$ cat src/rtl/countdown_timer_if.sv
// Command/status bundle between the washing-machine sequencer and the interval timer.
// The sequencer side drives the interval and load strobe; the timer reports expiry and progress.
interface countdown_timer_if #(
    parameter int WIDTH = 16
);
    logic [WIDTH-1:0] set;
    logic             load;
    logic             irq;
    logic             busy;
    logic [WIDTH-1:0] count;

    modport master (
        output set,
        output load,
        input  irq,
        input  busy,
        input  count
    );

    modport slave (
        input  set,
        input  load,
        output irq,
        output busy,
        output count
    );
endinterface

$ cat src/rtl/countdown_timer.sv
// Loadable down-counting interval timer with a built-in tick prescaler.
// A load always restarts the interval; expiry raises a one-cycle registered irq.
module countdown_timer #(
    parameter int WIDTH    = 16,
    parameter int PRESCALE = 1
) (
    input  logic              clk,
    input  logic              rst_n,
    countdown_timer_if.slave  tmr
);

    localparam int             PW         = (PRESCALE > 1) ? $clog2(PRESCALE) : 1;
    localparam logic [PW-1:0]  PRESC_LAST = PW'(PRESCALE - 1);
    localparam logic [WIDTH-1:0] CNT_ZERO = {WIDTH{1'b0}};
    localparam logic [WIDTH-1:0] CNT_ONE  = WIDTH'(1);

    typedef enum logic [0:0] {
        IDLE = 1'b0,
        RUN  = 1'b1
    } state_t;

    state_t           state_r;
    state_t           state_s;
    logic [WIDTH-1:0] count_r;
    logic [WIDTH-1:0] count_s;
    logic [PW-1:0]    presc_r;
    logic [PW-1:0]    presc_s;
    logic             irq_r;
    logic             irq_s;
    logic             busy_r;

    // Next-state logic: load outranks an expiry tick landing on the same edge.
    always_comb begin
        state_s = state_r;
        count_s = count_r;
        presc_s = presc_r;
        irq_s   = 1'b0;
        if (tmr.load) begin
            count_s = tmr.set;
            presc_s = {PW{1'b0}};
            if (tmr.set != CNT_ZERO) begin
                state_s = RUN;
            end else begin
                state_s = IDLE;
                irq_s   = 1'b1;
            end
        end else begin
            case (state_r)
                RUN: begin
                    if (presc_r == PRESC_LAST) begin
                        presc_s = {PW{1'b0}};
                        // Treating a stray zero as expiry keeps the counter from wrapping.
                        if (count_r <= CNT_ONE) begin
                            count_s = CNT_ZERO;
                            irq_s   = 1'b1;
                            state_s = IDLE;
                        end else begin
                            count_s = count_r - CNT_ONE;
                        end
                    end else begin
                        presc_s = presc_r + PW'(1);
                    end
                end
                IDLE: begin
                    presc_s = {PW{1'b0}};
                    count_s = count_r;
                end
                default: begin
                    state_s = IDLE;
                    count_s = CNT_ZERO;
                    presc_s = {PW{1'b0}};
                end
            endcase
        end
    end

    // State, counter, prescaler and output registers with synchronous active-low reset.
    always_ff @(posedge clk) begin
        if (!rst_n) begin
            state_r <= IDLE;
            count_r <= CNT_ZERO;
            presc_r <= {PW{1'b0}};
            irq_r   <= 1'b0;
            busy_r  <= 1'b0;
        end else begin
            state_r <= state_s;
            count_r <= count_s;
            presc_r <= presc_s;
            irq_r   <= irq_s;
            busy_r  <= (state_s == RUN);
        end
    end

    assign tmr.irq   = irq_r;
    assign tmr.busy  = busy_r;
    assign tmr.count = count_r;

endmodule

$ cat src/flat_wrapper.sv
// flat-port wrapper written by rule: the top's interface ports become plain ports
module countdown_timer_flat 
#(
    parameter int WIDTH    = 16,
    parameter int PRESCALE = 1
)
  (clk, rst_n, tmr_set, tmr_load, tmr_irq, tmr_busy, tmr_count);
  countdown_timer_if #(.WIDTH(WIDTH)) tmr_i ();
  input  logic clk;
  input  logic rst_n;
  input wire logic [$bits(tmr_i.set)-1:0] tmr_set;
  input wire logic [$bits(tmr_i.load)-1:0] tmr_load;
  output wire logic [$bits(tmr_i.irq)-1:0] tmr_irq;
  output wire logic [$bits(tmr_i.busy)-1:0] tmr_busy;
  output wire logic [$bits(tmr_i.count)-1:0] tmr_count;
  assign tmr_i.set = tmr_set;
  assign tmr_i.load = tmr_load;
  assign tmr_irq = tmr_i.irq;
  assign tmr_busy = tmr_i.busy;
  assign tmr_count = tmr_i.count;
  countdown_timer #(.WIDTH(WIDTH), .PRESCALE(PRESCALE)) u_core (.clk(clk), .rst_n(rst_n), .tmr(tmr_i));
endmodule
$ cat config.mk
export PLATFORM = sky130hd
export DESIGN_NAME = countdown_timer_flat
export DESIGN_NICKNAME = d
export VERILOG_FILES = /design/src/rtl/countdown_timer_if.sv /design/src/rtl/countdown_timer.sv /design/src/flat_wrapper.sv
export SDC_FILE = /design/constraint.sdc
export NUM_CORES = 1
export LEC_CHECK = 0
export CAP_MARGIN = 20
export CORE_ASPECT_RATIO = 1.2
export CORE_MARGIN = 8
export CORE_UTILIZATION = 40
export DETAILED_ROUTE_END_ITERATION = 7
export GPL_TIMING_DRIVEN = 0
export PLACE_DENSITY = 0.82
export SETUP_SLACK_MARGIN = 0.2
export SYNTH_ARGS = -nofsm -noshare
export SYNTH_HDL_FRONTEND = slang
export SYNTH_SLANG_ARGS = --single-unit
$ cat constraint.sdc
create_clock -name clk -period 4.1 [get_ports clk]
set_input_delay 1.23 -clock clk [delete_from_list [all_inputs] [get_ports clk]]
set_output_delay 1.23 -clock clk [all_outputs]
set_load 0.01 [all_outputs]
==> results by group, run 1 <==
Setup path
  – Element type at the critical path end: output pin
  – Crit path buffers/inverters: 1
  – Crit-path max FO: 7
  – Cell Chain, Critical Path: clkdlybuf4s50_1
  – Crit-path slowest cell: clkdlybuf4s50_1
  – Startpoint Class: register
  – Critical path's largest stage delay: 0.60 ns
  – Crit path max-delay family: buffers and inverters
  – Crit path kind: register to output pin
  – Crit path DAT: between 1 and 1.5 ns
  – WP data required: between 2 and 3 ns

Yosys
  – Leading area contributor after synthesis: dfxtp_1
  – Post-synth top area share: 0.3093
  – Post-Synthesis Cells: approximately 150
  – Avg Inst Size Synth: ~8 µm²
  – Sequential area share after synthesis: 0.3093
  – Ys Warns: 0
  – Distinct cells, synth: 33
  – Synth top area cells: dfxtp_1 (31%), and2_1 (5.9%), a21oi_1 (5.6%), xor2_1 (5.3%), xnor2_1 (4.5%)
  – Post-synthesis register bit count: 18
  – Net count after synthesis: ~170
  – Syn Std Cell Area: 1165 µm²

Die
  – Row cnt: 21
  – Io pins: 37
  – Die width: ~65 µm
  – Die Y: between 70 and 80 µm
  – Core Area: 2785 µm²
  – Die area: 4902 µm²
  – Initial Utilization: 0.4182

Global routing
  – GRT busiest layer: met2
  – Initial antenna violation count: 0
  – Met2 Usage GRT: 0.2508
  – Global route overflow: 0
  – M3 GR Usage: 0.04464
  – Largest net degree at the start of global routing: 11
  – First-pass GRT wire length: between 5 and 6 mm
  – GR Util met1: 0.1747
  – All-Layer GR Usage: 0.1497
  – Vias in the first global route: around 1200

Placement
  – Post-Place Cells: 216
  – Placer Congestion: 0.9208
  – Placed wire-length estimate: 2.688 mm
  – Number of buffers added on ports: 36
  – Setup WS pre-CTS: roughly 1.3 ns

Final layout
  – Multi-input logic area: ~760 µm²
  – Fillers: around 270
  – Core Util, Final: 0.5759
  – Seq. cell area: ~360 µm²
  – # diodes: 0
  – Layout Nets: approximately 210
  – Final std cells w/o fill: between 200 and 250
  – Area growth, synth to finish: 37.70%
  – Layout cells sized above 1: 0.05914

Route
  – Number of remaining DRC errors: 0
  – DR iter-0 viols: 60
  – Vias/cell: approximately 5.7
  – Vias post-DR: 1261
  – WL final: 3.532 mm
  – WL/cell: ~16 µm
  – Final ANT Viol Nets: 0
  – Drt first pass iters: 4

Clock network
  – CTS tree: yes
  – Clock transition at path regs: 0.12 ns
  – Post-CTS setup buffer count: 0
  – Clk root buf: clkbuf_4
  – Num CTS Buffers: 3
  – Htree depth: 1
  – Resized cells post-CTS: 0
  – Clock sinks: 18
  – Max Root-Sink Buffers: 2
  – Clk_lat worst skew: ~0.31 ns
  – Cts hold-fix bufs: 0

STA
  – Final clock skew: 0.001713 ns
  – Count of final setup violators: 0
  – Period utilization: 0.6462
  – Max Slew Vio Count: 0
  – Fmax achieved: roughly 380 MHz
  – Worst-margin pin slew: 0.7074 ns
  – Setup Total Neg Slack: 0 ns
  – Slew HR: 0.5274
  – Worst setup margin: ~1.5 ns
  – Crit path time final: 2.649 ns
  – RSZ-0062 raised after global routing: no
  – Final Hold Fails: 0

Power
  – Leakage: between 0.5 and 0.6 nW
  – Max VDD drop: 0.2053 mV
  – Pwr/cell area: roughly 300 nW/µm²

Job
  – Max-cap check violation count: 0

Worst hold path
  – Worst hold path class: register to register

Status
  – Outcome: completed
==> per-stage QoR <==
stage / area [µm²] / power, mW / hold slack, ns
floorplan: 1165 / 0.3051 / 0.6054
global placement: 1568 / 0.3712 / 0.6085
detailed placement: 1568 / 0.3741 / 0.6134
CTS: 1604 / 0.4920 / 0.6376
global route: 1604 / 0.5203 / 0.6952
finish: 1604 / 0.4919 / 0.6360
==> layout make-up <==
cell class,count,area share
multi-input cells,117,0.4711
flip-flops and latches,18,0.2246
inverters,4,0.009360
clock buffers,4,0.02262
repair buffers,36,0.2246
well taps,34,0.02652
plain buffers,7,0.02106
==> Yosys cell counts <==
master,count
o21a_1,3
and2_1,11
or4_4,1
a21oi_1,13
nand2_1,11
or2_1,1
buf_6,1
nor3_2,1
nor4_1,6
nor3_1,6
nand3_2,1
nor4_4,1
nand3_1,4
nor3b_1,2
ha_1,2
clkbuf_1,6
o21ai_1,9
xnor2_1,6
and3_1,8
a2111oi_1,1
or3_1,2
o31ai_1,4
o211ai_2,1
nand4_1,1
dfxtp_1,18
xor2_1,7
inv_1,4
nor4b_1,1
o21ai_0,5
or4_1,3
nand4b_1,1
or3_4,1
nor2_1,4
==> flip-flops by register name, summed over array words and instances (netlist names) <==
register,cells
u_core.tmr.count,16
u_core.state_r,1
u_core.tmr.irq,1
==> cell families after synthesis <==
kind of cell / count (synthesis) / synth area share
AND/OR/NAND/NOR: 66 / 0.3491
AO/OA/AOI/OAI: 36 / 0.1804
flip-flops: 18 / 0.3093
XOR/XNOR: 13 / 0.09775
buffers and inverters: 11 / 0.04188
adder cells (fa/ha/maj): 2 / 0.02148
==> per-layer routing <==
layer  vias up  part of all wire
li1        610                 -
met5         -                 0
met1       573              0.40
met2        65              0.48
met3        13             0.089
met4         0             0.023
==> report_power, final <==
group          leakage, nW  internal (mW)  total, mW  switching [mW]
clock network       0.0210         0.0543      0.120          0.0658
logic                0.421         0.0854      0.164          0.0782
registers            0.149          0.188      0.208          0.0204
total                0.590          0.328      0.492           0.164
==> worst paths after layout <==
kind                       start                   end  slack (ns)  cells after the start
max          u_core.tmr.count[4]          tmr_count[4]        1.45                      1
min          u_core.tmr.count[0]   u_core.tmr.count[0]        0.64                      2
max reg2reg  u_core.tmr.count[0]  u_core.tmr.count[10]        1.93                      7
min reg2reg  u_core.tmr.count[0]   u_core.tmr.count[0]        0.64                      2
==> cell usage in the layout (no fill, tap or decap), types with 4 or more instances in the layout <==
master	synthesis	routed
nor2_1	4	4
o21ai_0	5	5
o21ai_1	9	9
nand2_1	11	11
nand3_1	4	4
nor4_1	6	6
xor2_1	7	7
inv_1	4	4
clkdlybuf4s50_1	0	36
xnor2_1	6	6
and2_1	11	11
dfxtp_1	18	18
and3_1	8	8
o31ai_1	4	4
nor3_1	6	6
a21oi_1	13	13
clkbuf_1	6	6
No activity file was read; power rests on OpenSTA's default activity.
==> run 2: changes to the inputs <==
--- a/config.mk
+++ b/config.mk
@@ -11,7 +11,7 @@
 export CORE_UTILIZATION = 40
 export DETAILED_ROUTE_END_ITERATION = 7
 export GPL_TIMING_DRIVEN = 0
-export PLACE_DENSITY = 0.82
+export PLACE_DENSITY = 0.84
 export SETUP_SLACK_MARGIN = 0.2
 export SYNTH_ARGS = -nofsm -noshare
 export SYNTH_HDL_FRONTEND = slang
==> constraint.sdc (replaced) <==
create_clock -name clk -period 2.3 [get_ports clk]
set_input_delay 0.69 -clock clk [delete_from_list [all_inputs] [get_ports clk]]
set_output_delay 0.69 -clock clk [all_outputs]
set_load 0.01 [all_outputs]
==> results by group, run 2 (synthesis results as in run 1) <==
Clock network
  – Htree depth: 1 (unchanged)
  – Clk_lat worst skew: 0.29 ns (was 0.31 ns)
  – Clock sinks: 18 (unchanged)
  – Clk root buf: clkbuf_4 (unchanged)
  – Num CTS Buffers: 3 (unchanged)
  – Post-CTS setup buffer count: 0 (unchanged)
  – CTS tree: yes (unchanged)
  – Cts hold-fix bufs: 0 (unchanged)
  – Clock transition at path regs: 0.09 ns (was 0.12 ns)
  – Max Root-Sink Buffers: 2 (unchanged)

STA
  – Fmax achieved: 488.7 MHz
  – Count of final setup violators: 0 (unchanged)
  – Setup Total Neg Slack: 0 ns (unchanged)
  – RSZ-0062 raised after global routing: no (unchanged)
  – Worst-margin pin slew: 0.4997 ns (was 0.7074 ns)
  – Worst setup margin: 0.2540 ns (was 1.451 ns)
  – Final hold slack: 0.6345 ns (was 0.6360 ns)
  – Final Hold Fails: 0 (unchanged)
  – Slew HR: 0.6668 (was 0.5274)
  – Final clock skew: 0.005933 ns (was 0.001713 ns)
  – Period utilization: 0.8896
  – Max Slew Vio Count: 0 (unchanged)
  – Crit path time final: 2.046 ns

Route
  – Vias post-DR: 1265 (was 1261)
  – Vias/cell: 5.776 (was 5.732)
  – WL/cell: 16.19 µm (was 16.05 µm)
  – DR iter-0 viols: 59 (was 60)
  – Final ANT Viol Nets: 0 (unchanged)
  – Number of remaining DRC errors: 0 (unchanged)
  – WL final: 3.546 mm (was 3.532 mm)
  – Drt first pass iters: 4 (unchanged)

Setup path
  – Startpoint Class: register (unchanged)
  – Crit path capture: u_core.tmr.count[14] (was tmr_count[4])
  – Worst R2R End: u_core.tmr.count[14] (was u_core.tmr.count[10])
  – Crit-path max FO: 10 (was 7)
  – R2R depth: 6 (was 7)
  – WP data required: 2.49 ns (was 2.87 ns)
  – Crit path DAT: 2.24 ns (was 1.42 ns)
  – CP startpoint: u_core.tmr.count[11] (was u_core.tmr.count[4])
  – Reg-to-Reg Start: u_core.tmr.count[11] (was u_core.tmr.count[0])
  – Reg2Reg Setup Slack: 0.25 ns (was 1.93 ns)
  – Element type at the critical path end: register (was output pin)
  – Crit path kind: register to register (was register to output pin)

Final layout
  – Most frequent cells in the layout: clkdlybuf4s50_1 (36), a21oi_1 (13), dfxtp_1 (12) (was clkdlybuf4s50_1 (36), dfxtp_1 (18), a21oi_1 (13))
  – Cell area after layout: 1609 µm² (was 1604 µm²)
  – Layout Nets: 208 (unchanged)
  – Layout cells sized above 1: 0.1027 (was 0.05914)
  – # diodes: 0 (unchanged)
  – Commonest non-fill, non-tap cell in the layout: clkdlybuf4s50_1 (unchanged)
  – Max reg flops: 16 (unchanged)
  – Final std cells w/o fill: 219 (was 220)
  – Area growth, synth to finish: 38.13% (was 37.70%)
  – Core Util, Final: 0.5777 (was 0.5759)

Placement
  – Placer Congestion: 0.8728 (was 0.9208)
  – Setup WS pre-CTS: -0.02890 ns (was 1.264 ns)
  – DP Area: 1568 µm² (unchanged)
  – Post-Place Cells: 216 (unchanged)
  – Number of buffers added on ports: 36 (unchanged)
  – Placed wire-length estimate: 2.698 mm (was 2.688 mm)

Power
  – Max VDD drop: 0.3437 mV (was 0.2053 mV)
  – Total power: 0.8274 mW (was 0.4919 mW)
  – Leakage: 0.5923 nW (was 0.5904 nW)
  – Pwr/cell area: 514.2 nW/µm² (was 306.7 nW/µm²)

Global routing
  – All-Layer GR Usage: 0.1457 (was 0.1497)
  – Largest net degree at the start of global routing: 11 (unchanged)
  – First-pass GRT wire length: 5.789 mm (was 5.802 mm)
  – Global route overflow: 0 (unchanged)
  – Initial antenna violation count: 0 (unchanged)
  – Vias in the first global route: 1294 (was 1223)

Die
  – Core Area: 2785 µm² (unchanged)
  – Io pins: 37 (unchanged)
  – Die area: 4902 µm² (unchanged)
  – Die Y: 75.12 µm (unchanged)
  – Die width: 65.26 µm (unchanged)
  – Row cnt: 21 (unchanged)
  – Initial Utilization: 0.4182 (unchanged)

Job
  – Max-cap check violation count: 0 (unchanged)

Status
  – Outcome: completed (unchanged)

Worst hold path
  – Worst hold path class: register to register (unchanged)
run 2: worst min path at each step:
stage | from | endpoint | slack (ns) | cells past startpoint
floorplan | u_core.tmr.count[13] | u_core.tmr.count[13] | 0.61 | 2
detailed placement | u_core.tmr.count[0] | u_core.tmr.count[0] | 0.62 | 2
global route | u_core.tmr.count[13] | u_core.tmr.count[13] | 0.66 | 2
finish | u_core.tmr.count[13] | u_core.tmr.count[13] | 0.63 | 2
global placement | u_core.tmr.count[0] | u_core.tmr.count[0] | 0.60 | 2
CTS | u_core.tmr.count[13] | u_core.tmr.count[13] | 0.63 | 2
run 2: repair_timing:
item                                   in CTS  in global routing
endpoints found under the hold margin       0                  0
setup endpoints to repair                   2                 16
gates resized for setup                     2                  8
run 2: metal layers:
layer,up-vias,GRT usage,routed length (µm),share of wire
met4,0,0.08010,112,0.032
li1,610,-,-,-
met3,12,0.03720,274,0.077
met1,587,0.1594,1424,0.40
met5,-,0,0,0
met2,56,0.2519,1735,0.49
run 2: final cells by class:
class,count,area (µm²)
fillers,267,1176
multi-input cells,117,765.7
flip-flops and latches,18,367.9
repair buffers,36,360.3
well taps,34,42.54
plain buffers,7,35.03
clock buffers,3,22.52
inverters,4,15.01
run 2: worst max-delay path, cell delays in order, from the launching register on:
cell and delay (ns):
dfxtp_2 0.37, or4_4 0.55, or3_4 0.42, o211ai_2 0.19, buf_6 0.18, o21ai_1 0.08, and2_1 0.15
run 2: where the power goes:
group | switching (mW) | internal [mW]
registers | 0.0381 | 0.337
clock network | 0.0955 | 0.0609
logic | 0.142 | 0.154
total | 0.275 | 0.552
